--- config.mk ---
export PLATFORM = sky130hd
export DESIGN_NAME = sensor_request
export DESIGN_NICKNAME = d
export VERILOG_FILES = /design/src/rtl/tl_pkg.sv /design/src/rtl/sensor_lane.sv /design/src/rtl/sensor_request.sv
export SDC_FILE = /design/constraint.sdc
export NUM_CORES = 1
export LEC_CHECK = 0
export CAP_MARGIN = 20
export CORE_UTILIZATION = 45
export DETAILED_ROUTE_END_ITERATION = 12
export PLACE_DENSITY = 0.66
export SYNTH_ARGS = -nofsm -noshare
export SYNTH_HDL_FRONTEND = slang
export SYNTH_HIERARCHICAL = 1
export SYNTH_SLANG_ARGS = --single-unit
--- constraint.sdc ---
create_clock -name clk -period 4 [get_ports clk]
set_clock_uncertainty 0.2 [all_clocks]
set_input_delay 0.6 -clock clk [delete_from_list [all_inputs] [get_ports clk]]
set_output_delay 0.6 -clock clk [all_outputs]
set_load 0.01 [all_outputs]
--- src/rtl/tl_pkg.sv ---
// Shared traffic-light definitions: light codes, lane indices and the
// per-lane sensor state machine encoding.
package tl_pkg;

    localparam logic [1:0] LIGHT_RED    = 2'b00;
    localparam logic [1:0] LIGHT_YELLOW = 2'b01;
    localparam logic [1:0] LIGHT_GREEN  = 2'b10;
    localparam logic [1:0] LIGHT_OFF    = 2'b11;

    localparam int LANE_NN = 0;
    localparam int LANE_NS = 1;
    localparam int LANE_TH = 2;

    typedef enum logic [2:0] {
        ST_IDLE,
        ST_ARM,
        ST_PENDING,
        ST_SERVED,
        ST_HOLDOFF
    } lane_state_e;

endpackage

--- src/rtl/sensor_lane.sv ---
// One approach: synchronizer, debounce/latch/holdoff FSM and stuck-sensor
// detector. Green on the lane's own light is the acknowledge for its demand.
module sensor_lane
    import tl_pkg::*;
#(
    parameter int DEB_CYC   = 500,
    parameter int HOLD_CYC  = 20000,
    parameter int STUCK_CYC = 600000
) (
    input  logic       clk,
    input  logic       rst_n,
    input  logic       sensor_raw_i,
    input  logic [1:0] light_i,
    output logic       request_o,
    output logic       req_next_o,
    output logic       fault_o
);

    localparam int CNT_W = $clog2(STUCK_CYC + 1);
    localparam logic [CNT_W-1:0] DEB_LAST  = CNT_W'(DEB_CYC - 1);
    localparam logic [CNT_W-1:0] HOLD_LAST = CNT_W'(HOLD_CYC - 1);
    localparam logic [CNT_W-1:0] STUCK_MAX = CNT_W'(STUCK_CYC);
    localparam logic [CNT_W-1:0] CNT_ONE   = CNT_W'(1);

    logic              s1_q, s2_q;
    lane_state_e       state_q, state_d;
    logic [CNT_W-1:0]  cnt_q, cnt_d;
    logic [CNT_W-1:0]  stk_q, stk_d;
    logic              fault_q, fault_d;
    logic              req_q, req_d;
    logic              green;
    logic              s;

    assign s     = s2_q;
    assign green = (light_i == LIGHT_GREEN);

    always_ff @(posedge clk or negedge rst_n) begin
        if (!rst_n) begin
            s1_q    <= 1'b0;
            s2_q    <= 1'b0;
            state_q <= ST_IDLE;
            cnt_q   <= '0;
            stk_q   <= '0;
            fault_q <= 1'b0;
            req_q   <= 1'b0;
        end else begin
            s1_q    <= sensor_raw_i;
            s2_q    <= s1_q;
            state_q <= state_d;
            cnt_q   <= cnt_d;
            stk_q   <= stk_d;
            fault_q <= fault_d;
            req_q   <= req_d;
        end
    end

    // Green is checked before the sensor, the sensor before the counter.
    always_comb begin
        state_d = state_q;
        cnt_d   = cnt_q;
        unique case (state_q)
            ST_IDLE: begin
                cnt_d = '0;
                if (s && !green) begin
                    state_d = ST_ARM;
                    cnt_d   = CNT_ONE;
                end
            end
            ST_ARM: begin
                if (green || !s) begin
                    state_d = ST_IDLE;
                    cnt_d   = '0;
                end else if (cnt_q == DEB_LAST) begin
                    state_d = ST_PENDING;
                    cnt_d   = '0;
                end else begin
                    cnt_d = cnt_q + CNT_ONE;
                end
            end
            ST_PENDING: begin
                if (green) state_d = ST_SERVED;
            end
            ST_SERVED: begin
                if (!green) begin
                    state_d = ST_HOLDOFF;
                    cnt_d   = '0;
                end
            end
            ST_HOLDOFF: begin
                if (cnt_q == HOLD_LAST) begin
                    state_d = ST_IDLE;
                    cnt_d   = '0;
                end else begin
                    cnt_d = cnt_q + CNT_ONE;
                end
            end
            default: begin
                state_d = ST_IDLE;
                cnt_d   = '0;
            end
        endcase
    end

    // A stuck lane is demanded continuously except while it is actually green.
    always_comb begin
        if (!s)                      stk_d = '0;
        else if (stk_q == STUCK_MAX) stk_d = stk_q;
        else                         stk_d = stk_q + CNT_ONE;
        fault_d = fault_q | (stk_d == STUCK_MAX);
        req_d   = fault_d ? (state_d != ST_SERVED) : (state_d == ST_PENDING);
    end

    assign request_o  = req_q;
    assign req_next_o = req_d;
    assign fault_o    = fault_q;

endmodule

--- src/rtl/sensor_request.sv ---
// Vehicle-detector front end: one sensor_lane per approach plus a registered
// count of lanes currently demanding service.
module sensor_request
    import tl_pkg::*;
#(
    parameter int N_LANES   = 3,
    parameter int DEB_CYC   = 500,
    parameter int HOLD_CYC  = 20000,
    parameter int STUCK_CYC = 600000
) (
    input  logic                 clk,
    input  logic                 rst_n,
    input  logic [N_LANES-1:0]   sensor_raw,
    input  logic [2*N_LANES-1:0] light,
    output logic [N_LANES-1:0]   request,
    output logic [N_LANES-1:0]   fault,
    output logic [1:0]           pending_cnt
);

    logic [N_LANES-1:0] req_next;
    logic [1:0]         pending_cnt_q, pending_cnt_d;

    function automatic logic [1:0] sat_popcount(input logic [N_LANES-1:0] v);
        int unsigned n;
        n = 0;
        for (int i = 0; i < N_LANES; i++) begin
            if (v[i]) n++;
        end
        return (n > 3) ? 2'd3 : 2'(n);
    endfunction

    for (genvar g = 0; g < N_LANES; g++) begin : g_lane
        sensor_lane #(
            .DEB_CYC   (DEB_CYC),
            .HOLD_CYC  (HOLD_CYC),
            .STUCK_CYC (STUCK_CYC)
        ) u_lane (
            .clk          (clk),
            .rst_n        (rst_n),
            .sensor_raw_i (sensor_raw[g]),
            .light_i      (light[2*g+1 -: 2]),
            .request_o    (request[g]),
            .req_next_o   (req_next[g]),
            .fault_o      (fault[g])
        );
    end

    // Counting the next-state vector keeps the count aligned with request.
    assign pending_cnt_d = sat_popcount(req_next);

    always_ff @(posedge clk or negedge rst_n) begin
        if (!rst_n) pending_cnt_q <= 2'd0;
        else        pending_cnt_q <= pending_cnt_d;
    end

    assign pending_cnt = pending_cnt_q;

endmodule

==> results.rst, run 1 <==
.. list-table::
   :header-rows: 1

   * - Metric
     - Value
   * - Result of the run
     - finished clean
   * - Clock buffer count from CTS
     - 17
   * - Number of nets with antenna violations after detailed routing
     - 0
   * - H-tree levels
     - 4
   * - Number of port buffers
     - 18
   * - Worst R2R Start
     - g_lane[1].u_lane/stk_q[2]
   * - Sequential share of the synthesized area
     - 0.463
   * - Max Slew Vio Count
     - 0
   * - Final Routed Wirelength
     - 15400 um
   * - Via density per instance
     - 5.48
   * - Largest family of logic cells by synthesized area
     - simple AND/OR/NAND/NOR gates
   * - R2r setup slk
     - 670 ps
   * - Adder-cell share of the synthesized area
     - 0.0172
   * - Worst hold-check path type
     - in -> async
   * - Standby leakage power
     - 0.00371 uW
   * - Post-synth top area cell
     - sky130_fd_sc_hd__dfrtp_1
   * - Clock tree from TritonCTS
     - built
   * - Total global routing track utilization
     - 0.187
   * - Initial drt markers
     - 450
   * - Largest net degree at the start of global routing
     - 86
   * - Root Buffer Master
     - sky130_fd_sc_hd__clkbuf_16
   * - Number of instances in the synthesized netlist
     - 839
   * - Buffers from clock root to sink, at most
     - 2
   * - Power per Cell Area
     - 360 nW/um2
   * - Clock transition at the registers of the reported paths
     - 60 ps
   * - Kind of critical path
     - reg -> reg
   * - Routed length per placed instance
     - 14.1 um
   * - Max rail drop VDD
     - 298 uV
   * - Area fraction in compound gates after synthesis
     - 0.0786
   * - Max FO, Critical Path
     - 9
   * - Worst R2R Path Depth
     - 8
   * - Finished Core Util
     - 0.522
   * - First-pass GRT wire length
     - 26400 um
   * - Total Power Consumption
     - 3140 uW
   * - Number of warnings issued by yosys
     - 6
   * - Final critical path time including I/O delays and setup
     - 3330 ps
   * - Number of search-and-repair iterations in the first detailed-routing pass
     - 4
   * - Synth top cells by count
     - sky130_fd_sc_hd__dfrtp_1, sky130_fd_sc_hd__nor2_1, sky130_fd_sc_hd__nand2_1, sky130_fd_sc_hd__nand3_1, sky130_fd_sc_hd__xor2_1
   * - Top cell type's share of synthesized area
     - 0.463
   * - Mux contribution to synthesized area
     - 0.00518
   * - Width of the die
     - 133 um
   * - Post-CTS setup buffer count
     - 0
   * - Final Hold Viols
     - 0
   * - Arr. time, crit path
     - 3430 ps
   * - Unrepaired setup endpoints after global routing
     - false
   * - Fraction of final layout cells with drive strength greater than 1
     - 0.0746
   * - Slew of the pin with the lowest slew margin
     - 809 ps
   * - Antenna violations before repair
     - 0
   * - Type of element launching the critical path
     - flip-flop
   * - Via total after detailed routing
     - 5981
   * - Fraction of registers with async set/reset
     - 1.00
   * - Area Overhead vs Synth
     - 13.0%
   * - Worst path required time
     - 4100 ps
   * - Largest cells by area after synthesis
     - sky130_fd_sc_hd__dfrtp_1, sky130_fd_sc_hd__nor2_1, sky130_fd_sc_hd__xor2_1
   * - Number of distinct standard cells referenced by the synthesized netlist
     - 60
   * - Half-perimeter wire length after placement
     - 10500 um
   * - Area of the mapped netlist
     - 7720 um2
   * - DRC Markers
     - 0
   * - Critical Path End Type
     - flip-flop
   * - Total clock sinks
     - 143
   * - I/O pin cnt
     - 19
   * - Hold-fix buffers, CTS
     - 0
   * - Number of cells upsized or downsized after cts
     - 0
   * - Mapped Nets
     - 860
   * - Core area
     - 16700 um2
   * - RD Place Congestion
     - 0.822
   * - Capture point of the worst reg-to-reg path
     - pending_cnt[0]
   * - Final TNS setup
     - 0 ps
   * - Headroom to the max-slew limit
     - 0.459
   * - Leftover overflow at the end of global routing
     - 0
   * - Starting density of the core
     - 0.463
   * - Worst slack on hold paths
     - 3.73 ps
   * - Final setup violation count
     - 0
   * - Number of antenna cells inserted
     - 0
   * - Most instantiated flip-flop cell in the synthesis netlist
     - sky130_fd_sc_hd__dfrtp_1
   * - Yosys reg bits
     - 143
   * - Via count of the first global-routing pass
     - 5649
   * - Average footprint of a synthesized cell
     - 9.21 um2
   * - Most frequently used cell type in the post-synthesis netlist
     - sky130_fd_sc_hd__dfrtp_1
   * - Fmax
     - 0.300 GHz
   * - Post-route clock period utilization
     - 0.834
   * - Number of placement rows
     - 47
   * - Xor and xnor area share after synthesis
     - 0.0986
   * - Area of the die
     - 17700 um2
   * - Clock latency reported for the late side of the worst-skew pair
     - 430 ps
   * - Number of flops mapped to enable cells by yosys
     - 0
   * - Count of maximum capacitance violations
     - 0
   * - Die Y
     - 133 um
   * - Net count reported at finish
     - 882
   * - Post-Synth Simple-Gate Area
     - 0.312
-- metal layers --
metal	up-vias	global-route usage	wire length [um]
li1	2998	-	-
met1	2882	0.253	7590
met2	84	0.293	7180
met3	17	0.0475	461
met4	0	0.0568	190
met5	-	0	0
-- state kept, by name, indices dropped and copies added, names as in the netlist --
name                     cells
g_lane.u_lane/request_o      3
g_lane.u_lane/s1_q           3
g_lane.u_lane/fault_o        3
g_lane.u_lane/cnt_q         60
g_lane.u_lane/s              3
pending_cnt                  2
g_lane.u_lane/stk_q         60
g_lane.u_lane/state_q        9
-- final cells by class --
type,instances,area [um2]
Clock buffer,23,498
Clock inverter,6,82.6
Fill cell,1534,7980
Inverter,23,86.3
Multi-Input combinational cell,648,3950
Sequential cell,143,3580
Tap cell,220,275
Timing Repair Buffer,28,256
-- critical path, stage by stage, from the launching register on --
cell,delay (ps)
sky130_fd_sc_hd__dfrtp_1,470
sky130_fd_sc_hd__nand4_2,180
sky130_fd_sc_hd__nor4_1,610
sky130_fd_sc_hd__nand4_1,190
sky130_fd_sc_hd__xor2_1,230
sky130_fd_sc_hd__nand4b_1,140
sky130_fd_sc_hd__or4_4,540
sky130_fd_sc_hd__a21oi_2,210
sky130_fd_sc_hd__fa_1,430
-- through the flow --
step	instance area, um2	std cells	setup slack (ps)
floorplan	7720	839	991
global placement	8150	1062	700
detailed placement	8150	1062	674
CTS	8730	1091	651
global route	8730	1091	471
finish	8730	1091	666
-- report_power, final --
group	switching [uW]	total [uW]	internal, uW
Sequential	14.4	1470	1460
Clock	572	1560	986
Combinational	69.4	107	37.6
-- worst max-delay path by stage --
stage / slack, ps / to / depth (start not counted) / start
6_report: 670 / pending_cnt[0] / 8 / g_lane[1].u_lane/stk_q[2]
3_3_place_gp: 700 / pending_cnt[0] / 8 / g_lane[2].u_lane/stk_q[2]
2_1_floorplan: 990 / pending_cnt[0] / 9 / g_lane[1].u_lane/stk_q[0]
5_1_grt: 470 / pending_cnt[0] / 8 / g_lane[2].u_lane/stk_q[2]
3_5_place_dp: 670 / pending_cnt[0] / 8 / g_lane[2].u_lane/stk_q[2]
4_1_cts: 650 / pending_cnt[0] / 8 / g_lane[1].u_lane/stk_q[2]
-- cells in the final DEF, fill, tap and decap left out, drive strengths merged, types with 4 or more instances in the layout --
master	n
and3	21
nor4b	12
clkinv	4
mux2i	4
a21oi	28
nand2	62
clkbuf	23
nand4	35
nand4b	5
clkdlybuf4s50	17
o21ai	41
nor3	27
nand2b	14
or3	6
and2	21
xnor2	35
a31oi	8
buf	11
ha	9
xor2	52
inv	22
dfrtp	143
nor2	133
or4	7
nor2b	16
nor4	13
and4	10
nand3	52
-- kinds of logic (layout without fill, tap and decap cells) --
kind of cell / count (synthesis) / count (layout)
buffers and inverters: 48 / 80
multiplexers: 4 / 4
XOR/XNOR: 87 / 87
AND/OR/NAND/NOR: 449 / 449
adder cells (fa/ha/maj): 10 / 10
AO/OA/AOI/OAI: 98 / 98
flip-flops: 143 / 143
No activity file was read; power rests on OpenSTA's default activity.
==> run 2, diff against run 1 <==
PLACE_DENSITY = 0.68   (was 0.66)
clock period = 2.8 ns   (was 4 ns; I/O delays follow)
==> run 2 against run 1 <==
  * The run now ends with setup timing left
  * Critical path depth did not move
  * Register-to-register slack got worse by 900 ps
  * Sequential cell count did not move
  * Core utilization rose by 8.8 points
  * Power rose by 46%
  * Largest power group unchanged
==> results.rst, run 2 (synthesis gave the netlist of run 1 again) <==
.. list-table::
   :header-rows: 1

   * - Metric
     - Value
   * - Via density per instance
     - 5.36 (-2.3%)
   * - Power per Cell Area
     - 449 nW/um2 (+25%)
   * - Max Slew Vio Count
     - 0 (unchanged)
   * - Finished Core Util
     - 0.610 (+0.0875)
   * - Slew of the pin with the lowest slew margin
     - 515 ps (-294 ps)
   * - Area of the multi-input gates
     - 4150 um2 (+5.1%)
   * - Routed length per placed instance
     - 14.2 um (+0.86%)
   * - Max FO, Critical Path
     - 4 (-5)
   * - Arr. time, crit path
     - 3130 ps (-300 ps)
   * - Result of the run
     - complete, but fails checks
   * - Worst path required time
     - 2900 ps (-1200 ps)
   * - I/O pin cnt
     - 19 (unchanged)
   * - Number of nets with antenna violations after detailed routing
     - 0 (unchanged)
   * - Max rail drop VDD
     - 416 uV (+39%)
   * - Worst R2R Path Depth
     - 8 (unchanged)
   * - H-tree levels
     - 4 (unchanged)
   * - Core area
     - 16700 um2 (unchanged)
   * - Clock buffer count from CTS
     - 17 (unchanged)
   * - Post-route clock period utilization
     - 1.08 (+0.250)
   * - Worst hold-check path type
     - reg -> reg
   * - Net count reported at finish
     - 1044 (+18%)
   * - Final Routed Wirelength
     - 17900 um (+16%)
   * - Total global routing track utilization
     - 0.218 (+0.0309)
   * - Root Buffer Master
     - sky130_fd_sc_hd__clkbuf_16
   * - Clock transition at the registers of the reported paths
     - 60 ps (about the same)
   * - Initial drt markers
     - 414 (-8.0%)
   * - Number of fill cells
     - 1358 (-11%)
   * - Footprint of the flip-flops and latches
     - 3590 um2 (+0.21%)
   * - Unrepaired setup endpoints after global routing
     - true
   * - Via count of the first global-routing pass
     - 6560 (+16%)
   * - Leftover overflow at the end of global routing
     - 0 (unchanged)
   * - First-pass GRT wire length
     - 31000 um (+17%)
   * - Critical Path End Type
     - flip-flop
   * - Setup slack after placement
     - -246 ps (-921 ps)
   * - Number of port buffers
     - 18 (unchanged)
   * - Kind of critical path
     - reg -> reg
   * - Design Area, Final
     - 10200 um2 (+17%)
   * - Headroom to the max-slew limit
     - 0.656 (+0.197)
   * - Number of placement rows
     - 47 (unchanged)
   * - Fraction of final layout cells with drive strength greater than 1
     - 0.251 (+0.176)
   * - Final setup violation count
     - 3 (+3)
   * - Area of the die
     - 17700 um2 (unchanged)
   * - Violations in the final reports
     - setup timing
   * - Total clock sinks
     - 143 (unchanged)
   * - Largest net degree at the start of global routing
     - 56 (-35%)
   * - Starting density of the core
     - 0.463 (unchanged)
   * - Worst-case setup margin in the final layout
     - -235 ps (-901 ps)
   * - Clock tree from TritonCTS
     - built
   * - Clock latency reported for the late side of the worst-skew pair
     - 420 ps (about the same)
   * - Die Y
     - 133 um (unchanged)
   * - Final Hold Viols
     - 0 (unchanged)
   * - DRC Markers
     - 0 (unchanged)
   * - Width of the die
     - 133 um (unchanged)
   * - Placement-stage cell area
     - 9210 um2 (+13%)
   * - Highest-count cells in the layout ignoring fill and taps
     - sky130_fd_sc_hd__buf_4, sky130_fd_sc_hd__dfrtp_1, sky130_fd_sc_hd__nor2_1
   * - Half-perimeter wire length after placement
     - 12400 um (+18%)
   * - Via total after detailed routing
     - 6730 (+13%)
   * - Top Registers
     - g_lane.u_lane/cnt_q: 60 flops, g_lane.u_lane/stk_q: 60 flops, g_lane.u_lane/state_q: 9 flops
   * - Standby leakage power
     - 0.00460 uW (+24%)
   * - Fmax
     - 0.330 GHz (+9.9%)
   * - RD Place Congestion
     - 0.845 (+2.8%)
   * - Number of search-and-repair iterations in the first detailed-routing pass
     - 5 (+1)
   * - Area Overhead vs Synth
     - 31.9%
   * - Final critical path time including I/O delays and setup
     - 3030 ps (-299 ps)
   * - Number of antenna cells inserted
     - 0 (unchanged)
   * - Count of maximum capacitance violations
     - 0 (unchanged)
   * - Number of cells on the worst hold path
     - 0
   * - Type of element launching the critical path
     - flip-flop
   * - Antenna violations before repair
     - 0 (unchanged)
   * - Most frequent standard cell in the layout excluding fill and tap cells
     - sky130_fd_sc_hd__buf_4
   * - Buffers from clock root to sink, at most
     - 2 (unchanged)
run 2: cell types whose count changed in the layout (fill, tap and decap cells not counted), sizes merged:
cell and change:
buf +161, clkbuf -6, inv +4, clkinvlp +3
clkinv +2, dlygate4sd3 +1
run 2: report_power, final:
group          total [uW]  internal, uW  switching (uW)  leakage, uW
Combinational         226           100             126      0.00243
Sequential           2100          2080            17.2      0.00190
Clock                2250          1320             930     0.000277
run 2: final timing paths:
path	to	from	slack, ps
max	pending_cnt[0]	g_lane[1].u_lane/stk_q[7]	-230
min	g_lane[1].u_lane/s	g_lane[1].u_lane/s1_q	150
max reg2reg	pending_cnt[0]	g_lane[1].u_lane/stk_q[7]	-230
min reg2reg	g_lane[1].u_lane/s	g_lane[1].u_lane/s1_q	150
max in group asynchronous	g_lane[1].u_lane/stk_q[8]	rst_n	1420
min in group asynchronous	g_lane[0].u_lane/stk_q[9]	rst_n	310
run 2: metal layers:
metal  track usage  routed length [um]  vias up
li1              -                   -     3331
met5             0                   0        -
met3        0.0406                 547       26
met1         0.284                8350     3265
met2         0.362                8690      108
met4        0.0747                 314        0
run 2: layout make-up:
class | instances | area share
clock buffers | 17 | 0.0418
clock inverters | 15 | 0.0158
inverters | 23 | 0.00847
multi-input cells | 648 | 0.407
flip-flops and latches | 143 | 0.352
well taps | 220 | 0.0270
repair buffers | 190 | 0.148
run 2: repair_timing:
item | 4_1_cts | 5_1_grt
gates resized for setup | 22 | 21
setup endpoints to repair | 2 | 13
hold buffers | 1 | 0
pin swaps | 18 | 10
setup buffers | 19 | 6
hold endpoints to repair | 51 | 0
run 2: critical path: stages, from the launching register on:
cell,delay [ps]
sky130_fd_sc_hd__dfrtp_1,410
sky130_fd_sc_hd__nand3_2,140
sky130_fd_sc_hd__or4_4,590
sky130_fd_sc_hd__nor2_1,140
sky130_fd_sc_hd__xnor2_1,150
sky130_fd_sc_hd__nand4_1,120
sky130_fd_sc_hd__or4_4,520
sky130_fd_sc_hd__a21oi_4,200
sky130_fd_sc_hd__fa_1,440
run 2: per-stage QoR:
step	power [uW]	instances	TNS (ps)	hold WS, ps
after floorplan	2220	839	-87.5	-75.6
after CTS	4620	1250	-239	156
after global placement	2330	1198	-249	134
after global routing	4740	1256	-798	167
after detailed placement	2340	1198	-337	142
final	4580	1256	-500	153
==> run 3, diff against run 2 <==
SYNTH_HIERARCHICAL = not set   (was 1)
==> run 3 against run 2 <==
  * The flow still finishes with violations (setup timing)
  * Register-to-register slack worse by 310 ps
  * Critical path type unchanged
  * Non-clock buffer count did not move
  * First-iteration DRC count up 14%
  * Via count is 7.3% higher
  * Largest power group unchanged
  * Count of clock-buffer cells in the layout increased by 6
  * Core utilization is 0.51 points lower
  * Sequential cell count did not move
  * Sequential share of layout area shrank 1.2 points
  * Final cell count grew 4.4%
==> results.rst, run 3 <==
.. list-table::
   :header-rows: 1

   * - Metric
     - Value
   * - Clock tree from TritonCTS
     - built
   * - Fraction of final layout cells with drive strength greater than 1
     - 0.230 (-0.0208)
   * - CP delay by family, top
     - simple AND/OR/NAND/NOR gates
   * - Leftover overflow at the end of global routing
     - 0 (unchanged)
   * - Largest cells by area after synthesis
     - sky130_fd_sc_hd__dfrtp_1, sky130_fd_sc_hd__nor2_1, sky130_fd_sc_hd__xor2_1
   * - Post-route clock period utilization
     - 1.19 (+0.110)
   * - Worst R2R Start
     - g_lane[1].u_lane.stk_q[4]
   * - Synth top cells by count
     - sky130_fd_sc_hd__dfrtp_1, sky130_fd_sc_hd__nor2_1, sky130_fd_sc_hd__nand2_1, sky130_fd_sc_hd__o21ai_0, sky130_fd_sc_hd__xor2_1
   * - Routed length per placed instance
     - 14.6 um (+2.1%)
   * - Number of flops mapped to enable cells by yosys
     - 0 (unchanged)
   * - Post-synth top area cell
     - sky130_fd_sc_hd__dfrtp_1
   * - Half-perimeter wire length after placement
     - 13500 um (+9.4%)
   * - Area of the multi-input gates
     - 4480 um2 (+8.0%)
   * - Mapped Nets
     - 926 (+7.7%)
   * - Worst R2R Path Depth
     - 13 (+5)
   * - Type of element launching the critical path
     - flip-flop
   * - Number of search-and-repair iterations in the first detailed-routing pass
     - 5 (unchanged)
   * - Worst path required time
     - 2910 ps (about the same)
   * - Top cell type's share of synthesized area
     - 0.442 (-0.0211)
   * - Antenna violations before repair
     - 0 (unchanged)
   * - Die Y
     - 136 um (+2.3%)
   * - Arr. time, crit path
     - 3450 ps (+320 ps)
   * - Cells traversed along the worst timing path
     - buf_4, nand4_4, or4_4, or4_4, a22oi_2, and4_4, a31oi_4, a21o_1, ha_4, nor2b_4, nand2_2, o221ai_2, nor3b_2
   * - Number of warnings issued by yosys
     - 0 (-6)
   * - Largest net degree at the start of global routing
     - 47 (-16%)
   * - Slew of the pin with the lowest slew margin
     - 585 ps (+69.9 ps)
   * - H-tree levels
     - 4 (unchanged)
   * - R2r setup slk
     - -540 ps (-310 ps)
   * - Starting density of the core
     - 0.465 (+0.00219)
   * - Width of the die
     - 136 um (+2.3%)
   * - Design Area, Final
     - 10500 um2 (+3.4%)
   * - Yosys reg bits
     - 143 (unchanged)
   * - Via count of the first global-routing pass
     - 6901 (+5.2%)
   * - Headroom to the max-slew limit
     - 0.610 (-0.0466)
   * - Number of distinct standard cells referenced by the synthesized netlist
     - 66 (+10%)
   * - First-pass GRT wire length
     - 31800 um (+2.5%)
   * - Fmax
     - 0.299 GHz (-9.2%)
   * - Initial drt markers
     - 470 (+14%)
   * - Power per Cell Area
     - 432 nW/um2 (-3.8%)
   * - Final Hold Viols
     - 0 (unchanged)
   * - Clock transition at the registers of the reported paths
     - 60 ps (about the same)
   * - Max FO, Critical Path
     - 4 (unchanged)
   * - Number of port buffers
     - 18 (unchanged)
   * - Net count reported at finish
     - 1097 (+5.1%)
   * - Worst-case setup margin in the final layout
     - -544 ps (-309 ps)
   * - Top Registers
     - g_lane.u_lane.cnt_q: 60 flops, g_lane.u_lane.stk_q: 60 flops, g_lane.u_lane.state_q: 9 flops
   * - Fraction of registers with async set/reset
     - 1.00 (unchanged)
   * - Total global routing track utilization
     - 0.217 (-0.000962)
   * - Violations in the final reports
     - setup timing
   * - Number of nets with antenna violations after detailed routing
     - 0 (unchanged)
   * - Via total after detailed routing
     - 7224 (+7.3%)
   * - Count of maximum capacitance violations
     - 0 (unchanged)
   * - Most frequent standard cell in the layout excluding fill and tap cells
     - sky130_fd_sc_hd__buf_4
   * - Total clock sinks
     - 143 (unchanged)
   * - Area of the die
     - 18500 um2 (+4.7%)
   * - DRC Markers
     - 0 (unchanged)
   * - Final Routed Wirelength
     - 19100 um (+6.6%)
   * - Final TNS setup
     - -1130 ps (-632 ps)
   * - Final critical path time including I/O delays and setup
     - 3340 ps (+309 ps)
   * - Average footprint of a synthesized cell
     - 8.95 um2 (-2.8%)
   * - Area of the mapped netlist
     - 8090 um2 (+4.8%)
   * - Kind of critical path
     - reg -> reg
   * - Standby leakage power
     - 0.00454 uW (-1.3%)
   * - Most frequently used cell type in the post-synthesis netlist
     - sky130_fd_sc_hd__dfrtp_1
   * - Capture point of the worst reg-to-reg path
     - pending_cnt[0]
   * - Via density per instance
     - 5.51 (+2.8%)
   * - RD Place Congestion
     - 0.899 (+6.4%)
   * - Hold path startpoint
     - g_lane[0].u_lane.s1_q
   * - Number of fill cells
     - 1462 (+7.7%)
   * - Clock buffer count from CTS
     - 17 (unchanged)
   * - Highest-count cells in the layout ignoring fill and taps
     - sky130_fd_sc_hd__buf_4, sky130_fd_sc_hd__dfrtp_1, sky130_fd_sc_hd__nor2_1
   * - Worst slack on hold paths
     - 147 ps (-5.27 ps)
   * - Unrepaired setup endpoints after global routing
     - true
   * - Buffers from clock root to sink, at most
     - 2 (unchanged)
   * - Slowest cell on the critical path
     - sky130_fd_sc_hd__or4_4
   * - Clock latency reported for the late side of the worst-skew pair
     - 430 ps (about the same)
   * - Longest individual stage delay on the worst path
     - 540 ps (-50 ps)
   * - Placement-stage cell area
     - 9660 um2 (+4.8%)
   * - Hold Path Sink
     - g_lane[0].u_lane.s
   * - Final setup violation count
     - 3 (unchanged)
   * - Most instantiated flip-flop cell in the synthesis netlist
     - sky130_fd_sc_hd__dfrtp_1
   * - Footprint of the flip-flops and latches
     - 3580 um2 (-0.14%)
   * - Max rail drop VDD
     - 419 uV (+0.72%)
   * - Core area
     - 17400 um2 (+4.3%)
   * - Area Overhead vs Synth
     - 30.2%
   * - Buffer and inverter count on the worst path
     - 1 (+1)
   * - Number of cells on the worst hold path
     - 0 (unchanged)
   * - Root Buffer Master
     - sky130_fd_sc_hd__clkbuf_16
   * - Number of placement rows
     - 48 (+2.1%)
   * - I/O pin cnt
     - 19 (unchanged)
   * - Finished Core Util
     - 0.605 (-0.00509)
   * - Most common cell type on the critical path
     - sky130_fd_sc_hd__or4_4
   * - Sequential share of the synthesized area
     - 0.442 (-0.0211)
   * - Number of antenna cells inserted
     - 0 (unchanged)
   * - Number of instances in the synthesized netlist
     - 904 (+7.7%)
   * - Max Slew Vio Count
     - 0 (unchanged)
   * - Result of the run
     - complete, but fails checks
   * - Critical Path End Type
     - flip-flop
   * - Worst hold-check path type
     - reg -> reg
run 3: cell count changes after synthesis, moves of 11 or more:
| cell | before | now |
|---|---|---|
| sky130_fd_sc_hd__nand2_1 | 61 | 83 |
| sky130_fd_sc_hd__nand2b_1 | 14 | 25 |
| sky130_fd_sc_hd__nor2_1 | 131 | 108 |
| sky130_fd_sc_hd__o21ai_0 | 39 | 63 |
| sky130_fd_sc_hd__o31ai_1 | 3 | 14 |
run 3: worst register-to-register path, stage by stage (launching register included):
cell and delay [ps]:
sky130_fd_sc_hd__dfrtp_1 360, sky130_fd_sc_hd__buf_4 130, sky130_fd_sc_hd__nand4_4 130, sky130_fd_sc_hd__or4_4 540, sky130_fd_sc_hd__or4_4 440, sky130_fd_sc_hd__a22oi_2 180, sky130_fd_sc_hd__and4_4 240, sky130_fd_sc_hd__a31oi_4 90
sky130_fd_sc_hd__a21o_1 200, sky130_fd_sc_hd__ha_4 290, sky130_fd_sc_hd__nor2b_4 150, sky130_fd_sc_hd__nand2_2 70, sky130_fd_sc_hd__o221ai_2 150, sky130_fd_sc_hd__nor3b_2 60
run 3: routing by layer:
layer  vias up  routed length, um  global-route usage
met5         -                  0                   0
met4         0                308              0.0846
met3        25                652              0.0377
met2       143               9120               0.353
met1      3491               9000               0.286
li1       3565                  -                   -
run 3: stage by stage:
stage / instances / power (uW) / setup slack, ps
3_5_place_dp: 1269 / 2350 / -571
3_3_place_gp: 1269 / 2350 / -516
6_report: 1311 / 4550 / -544
4_1_cts: 1302 / 4590 / -577
2_1_floorplan: 904 / 2220 / -434
5_1_grt: 1311 / 4710 / -686
run 3: cell families (layout without fill, tap and decap cells):
| family | Yosys count | after routing | share of synthesized area |
|---|---|---|---|
| fa+ha+maj | 11 | 11 | 0.0170 |
| xor+xnor | 70 | 70 | 0.0757 |
| buf+inv | 66 | 248 | 0.0349 |
| mux | 11 | 11 | 0.0138 |
| simple gates | 456 | 456 | 0.303 |
| flops | 143 | 143 | 0.442 |
| compound gates | 147 | 147 | 0.113 |
run 3: how the worst max path moves through the flow:
stage | from | end | depth (start not counted)
after CTS | g_lane[1].u_lane.stk_q[4] | pending_cnt[0] | 12
after global placement | g_lane[1].u_lane.stk_q[4] | pending_cnt[0] | 12
after detailed placement | g_lane[1].u_lane.stk_q[4] | pending_cnt[0] | 12
after floorplan | g_lane[1].u_lane.stk_q[4] | pending_cnt[0] | 13
final | g_lane[1].u_lane.stk_q[4] | pending_cnt[0] | 13
after global routing | g_lane[1].u_lane.stk_q[4] | pending_cnt[0] | 13
run 3: area by class of cell:
type,instances,share of cell area
inverter,28,0.00998
timing repair buffer,190,0.143
tap,225,0.0267
clock inverter,7,0.00808
multi-input combinational,695,0.426
clock buffer,23,0.0463
sequential,143,0.340
run 3: power by group:
group          switching [uW]  total [uW]  leakage [uW]  internal [uW]
clock                     845        2230      0.000288           1390
sequential               10.3        2090       0.00185           2080
combinational             129         226       0.00240           97.4
run 3: what timing repair did:
action | CTS | global route
pin swaps | 7 | 22
setup buffers | 2 | 9
endpoints found under the setup margin | 2 | 19
endpoints found under the hold margin | 43 | 0
hold buffers | 1 | 0
gates resized for setup | 4 | 39
==> edit 1 (flow settings as in run 3) <==
Reset style: synchronous (`rst_n`), changed in 2 clocked blocks.
--- a/src/rtl/sensor_lane.sv
+++ b/src/rtl/sensor_lane.sv
@@ -34,7 +34,7 @@
     assign s     = s2_q;
     assign green = (light_i == LIGHT_GREEN);
 
-    always_ff @(posedge clk or negedge rst_n) begin
+    always_ff @(posedge clk) begin
         if (!rst_n) begin
             s1_q    <= 1'b0;
             s2_q    <= 1'b0;
--- a/src/rtl/sensor_request.sv
+++ b/src/rtl/sensor_request.sv
@@ -48,7 +48,7 @@
     // Counting the next-state vector keeps the count aligned with request.
     assign pending_cnt_d = sat_popcount(req_next);
 
-    always_ff @(posedge clk or negedge rst_n) begin
+    always_ff @(posedge clk) begin
         if (!rst_n) pending_cnt_q <= 2'd0;
         else        pending_cnt_q <= pending_cnt_d;
     end
Check against the original RTL: no difference found for any inputs over 10 cycles, from zero or initial values and one cycle with rst_n low; that may be too few to reach the edited logic, so the function may still have changed.
==> edit 1 against run 3 <==
The run ends with design-rule violations, negative setup slack left. Sequential cell count did not move. Power shrank 4.9%. Wire length rose by 7.4%. Sequential share of layout area down 6.3 points. Utilization shrank 0.35 points. Sequential power down 2%. Via count rose by 8.6%. Cell count is 6.2% higher. Synthesized area down 2.0%. Cell area down 1.6%. Combinational power shrank 50%. Worst setup slack better by 0.077 ns.
==> edit 1: results (changes against run 3) <==
Worst-Margin Slew 0.716 ns (+0.131 ns); vias in the first global route 7450 (+8.0%); DRT Pass-1 Iters 9 (+4); leak pwr 3.79 nW (-17%); ys async rst share 0% (-100 points); DP Area 9570 um2 (-0.91%); CP arrival 3.37 ns (-0.08 ns); RR Startpoint g_lane[1].u_lane.cnt_q[2]; hpwl dp 14400 um (+6.2%); sequential area share after synthesis 36.1% (-8.1 points); count of cell types in the netlist 79 (+20%); Buffers on Ports 18 (unchanged); layout cells sized above 1 24.9% (+1.9 points); r2r worst-path depth 10 (-3); Global Route Usage Sum 23.0% (+1.3 points); Setup Viol. Count Final 2 (-1); adder-cell share of the synthesized area 1.74% (+0.035 points); nets 1178 (+7.4%); DRC viols 1 (+1); Ys Warns 0 (unchanged); Worst setup SP type flop; initial DRC count 471 (+0.21%); Worst VDD drop 0.409 mV (-2.4%); Tightest Hold Check Type reg -> reg; Synth Area in XOR/XNOR 5.85% (-1.7 points); largest net degree at the start of global routing 29 (-38%); Via density 5.64 (+2.3%); Final TNS setup -0.812 ns (+0.320 ns); number of buffers created by CTS 17 (unchanged); Mapped Nets 1011 (+9.2%); CTS H-tree depth 4 (unchanged); Compound-Gate Fraction of Synth Area 18.3% (+7.0 points); status complete, but fails checks; capture point of the worst path pending_cnt[0]; final WL 20500 um (+7.4%); first-pass GRT wire length 33800 um (+6.4%); failing checks design-rule violations, negative setup slack; R2R Setup Slk -0.47 ns (+0.08 ns); Worst-Skew Late Latency 0.42 ns; GPL Wtd Cong 0.877 (-2.5%); mux contribution to synthesized area 0.789% (-0.59 points); R2R Path End pending_cnt[0]; Post-synth top cells dfxtp_1, nor2_1, nand2_1; Setup WS post-layout -0.467 ns (+0.0767 ns); synth top area cells dfxtp_1, nor2_1, a21oi_1; initial antenna violation count 0 (unchanged); worst-path maximum fanout 3 (-1)
edit 1: cells by family (layout without fill, tap and decap cells):
| group | count (synthesis) | in the layout |
|---|---|---|
| flip-flops | 143 | 143 |
| AO/OA/AOI/OAI | 219 | 219 |
| multiplexers | 6 | 6 |
| AND/OR/NAND/NOR | 481 | 481 |
| buffers and inverters | 76 | 254 |
| adder cells (fa/ha/maj) | 11 | 11 |
| XOR/XNOR | 53 | 53 |
edit 1: worst min path at each step:
stage | cells after the start | startpoint | end
after global routing | 1 | g_lane[1].u_lane.s1_q | g_lane[1].u_lane.s
after CTS | 1 | g_lane[1].u_lane.s1_q | g_lane[1].u_lane.s
after global placement | 1 | g_lane[2].u_lane.s1_q | g_lane[2].u_lane.s
after floorplan | 1 | g_lane[0].u_lane.s1_q | g_lane[0].u_lane.s
after detailed placement | 1 | g_lane[2].u_lane.s1_q | g_lane[2].u_lane.s
final | 1 | g_lane[2].u_lane.s1_q | g_lane[2].u_lane.s
edit 1: per-layer routing:
| metal | GRT usage, % | wire, um |
|---|---|---|
| met2 | 38.2 | 9880 |
| met1 | 29.4 | 9290 |
| met5 | 0 | 0 |
| met4 | 8.11 | 379 |
| met3 | 4.92 | 945 |
edit 1: worst max-delay path, cell delays in order (launching register included):
cell,delay (ns)
dfxtp_2,0.31
or4_1,0.52
or4_4,0.44
nor3_4,0.18
a211oi_2,0.11
a31oi_2,0.26
nor3_4,0.08
a21o_1,0.19
ha_4,0.26
or3b_4,0.36
o221a_1,0.23
edit 1: layout make-up:
type                    instances  area, um2
repair buffers                208       1650
clock buffers                  22        464
well taps                     225        282
fillers                      1518       6870
clock inverters                 8       90.1
inverters                      16       60.1
multi-input cells             770       4950
flip-flops and latches        143       2870
edit 1: metrics by stage:
| stage | setup slack [ns] | std cells | hold WS [ns] |
|---|---|---|---|
| finish | -0.467 | 1392 | 0.238 |
| global route | -0.543 | 1392 | 0.254 |
| CTS | -0.518 | 1388 | 0.238 |
| detailed placement | -0.539 | 1356 | 0.222 |
| global placement | -0.444 | 1356 | 0.215 |
| floorplan | -0.381 | 989 | 0.212 |
edit 1: report_power, final:
part	leakage, nW	switching (mW)	internal, mW
registers	1.16	0.00698	2.04
clock network	0.279	0.826	1.34
logic	2.35	0.0631	0.0500
total	3.79	0.896	3.43
edit 1: repair_timing:
| item | CTS | global route |
|---|---|---|
| gates resized for setup | 6 | 38 |
| pin swaps | 6 | 18 |
| setup endpoints to repair | 2 | 13 |
| setup buffers | 2 | 6 |
==> edit 2 (flow settings as in run 3) <==
Made on the original files. Set the parameter `N_LANES` to 5 (it was 3).
--- a/src/rtl/sensor_request.sv
+++ b/src/rtl/sensor_request.sv
@@ -3,7 +3,7 @@
 module sensor_request
     import tl_pkg::*;
 #(
-    parameter int N_LANES   = 3,
+    parameter int N_LANES   = 5,
     parameter int DEB_CYC   = 500,
     parameter int HOLD_CYC  = 20000,
     parameter int STUCK_CYC = 600000
Ports: changed (resized fault, light, request and sensor_raw); port bits go from 19 to 29. No check against the original RTL was run, so the function may have changed too.
==> edit 2 against run 3 <==
The run ends with design-rule violations, negative setup slack left. Power rose by 64%. Sequential power rose by 67%. Synthesized area rose by 67%. Cell area rose by 78%. Maximum frequency fell by 17%. Wire length rose by 86%. Sequential cell count rose by 94. Combinational power rose by 97%. Via count rose by 80%. Die area rose by 66%. Hold slack got worse by 0.033 ns. Utilization rose by 2.9 points. Worst setup slack got worse by 0.69 ns. Largest power group unchanged.
==> edit 2: results (changes against run 3) <==
ClkCell Share 4.81% (-0.63 points); sequential area share after synthesis 43.9% (-0.31 points); Max stage delay on crit path 0.35 ns (-0.19 ns); multi-input combinational area share 40.6% (-2.0 points); clk buf depth 3 (+1); first-pass GRT wire length 60900 um (+91%); CTS sink count 237 (+66%); Buffers on Ports 28 (+10); status complete, but fails checks; leak pwr 8.27 nW (+82%); Post-CTS Resized 59 (+55); GRT met2 Usage 40.6% (+5.3 points); layout cells sized above 1 29.3% (+6.3 points); sw power 1.70 mW (+73%); count of cell types in the netlist 83 (+26%); met3 usage in global routing 2.84% (-0.93 points); Post-synth top cells dfrtp_1, nor2_1, o21ai_0; DRC viols 2 (+2); nets 1987 (+81%); Critical Path Slowest Stage Cell dfrtp_1; DP Area 17100 um2 (+77%); Global Route Usage Sum 23.4% (+1.8 points); synth top area cells dfrtp_1, o21ai_0, nor2_1; bufs w/o clock 459 (+140%); vias in the first global route 13100 (+90%); Mapped Nets 1571 (+70%); Sequential Power Share 46.6% (+0.6 points); worst-path maximum fanout 5 (+1); routed length per instance 15.0 um (+3.2%); met3 wire len 1290 um (+98%); Signal buf overhead 19.4% (+5.1 points); failing checks design-rule violations, negative setup slack; Via density 5.51 (about the same); Setup Viol. Count Final 4 (+1); number of post-CTS setup repair buffers 16 (+14); initial DRC count 925 (+97%); Worst VDD drop 0.521 mV (+24%); multi-input logic area 7600 um2 (+70%); routed wl met2 17400 um (+91%); Worst-Skew Late Latency 0.55 ns (+0.12 ns); largest net degree at the start of global routing 62 (+32%); met1 usage 30.8% (+2.2 points); DRT Pass-1 Iters 9 (+4); fillers 2406 (+65%); Setup WS post-layout -1.23 ns (-0.686 ns); comb_multi_in 1180 (+70%); clk_buf instances 42 (+83%); Worst slew margin 66.1% (+5.2 points)
## edit 2: cell types whose count changed after synthesis, sizes merged, moves of 42 or more
cell	delta
a21oi	+42
dfrtp	+94
nand2	+43
nand3	+49
nor2	+46
o21ai	+91
## edit 2: path summary, 6_finish.rpt
check / startpoint / end / slack (ns) / cells after the start
worst max-delay path: g_lane[0].u_lane.stk_q[5] / pending_cnt[1] / -1.23 / 18
worst min-delay path: sensor_raw[1] / g_lane[1].u_lane.s1_q / 0.11 / 1
worst max register to register: g_lane[0].u_lane.stk_q[5] / pending_cnt[1] / -1.23 / 18
worst min register to register: g_lane[1].u_lane.s1_q / g_lane[1].u_lane.s / 0.14 / 0
max in group asynchronous: rst_n / g_lane[1].u_lane.cnt_q[9] / 1.46 / 3
min in group asynchronous: rst_n / g_lane[4].u_lane.stk_q[3] / 0.22 / 2
## edit 2: kinds of logic after synthesis
group	share of synthesized area (%)
compound gates	15.2
xor+xnor	5.50
fa+ha+maj	1.67
buf+inv	3.71
flops	43.9
mux	0.834
simple gates	29.2
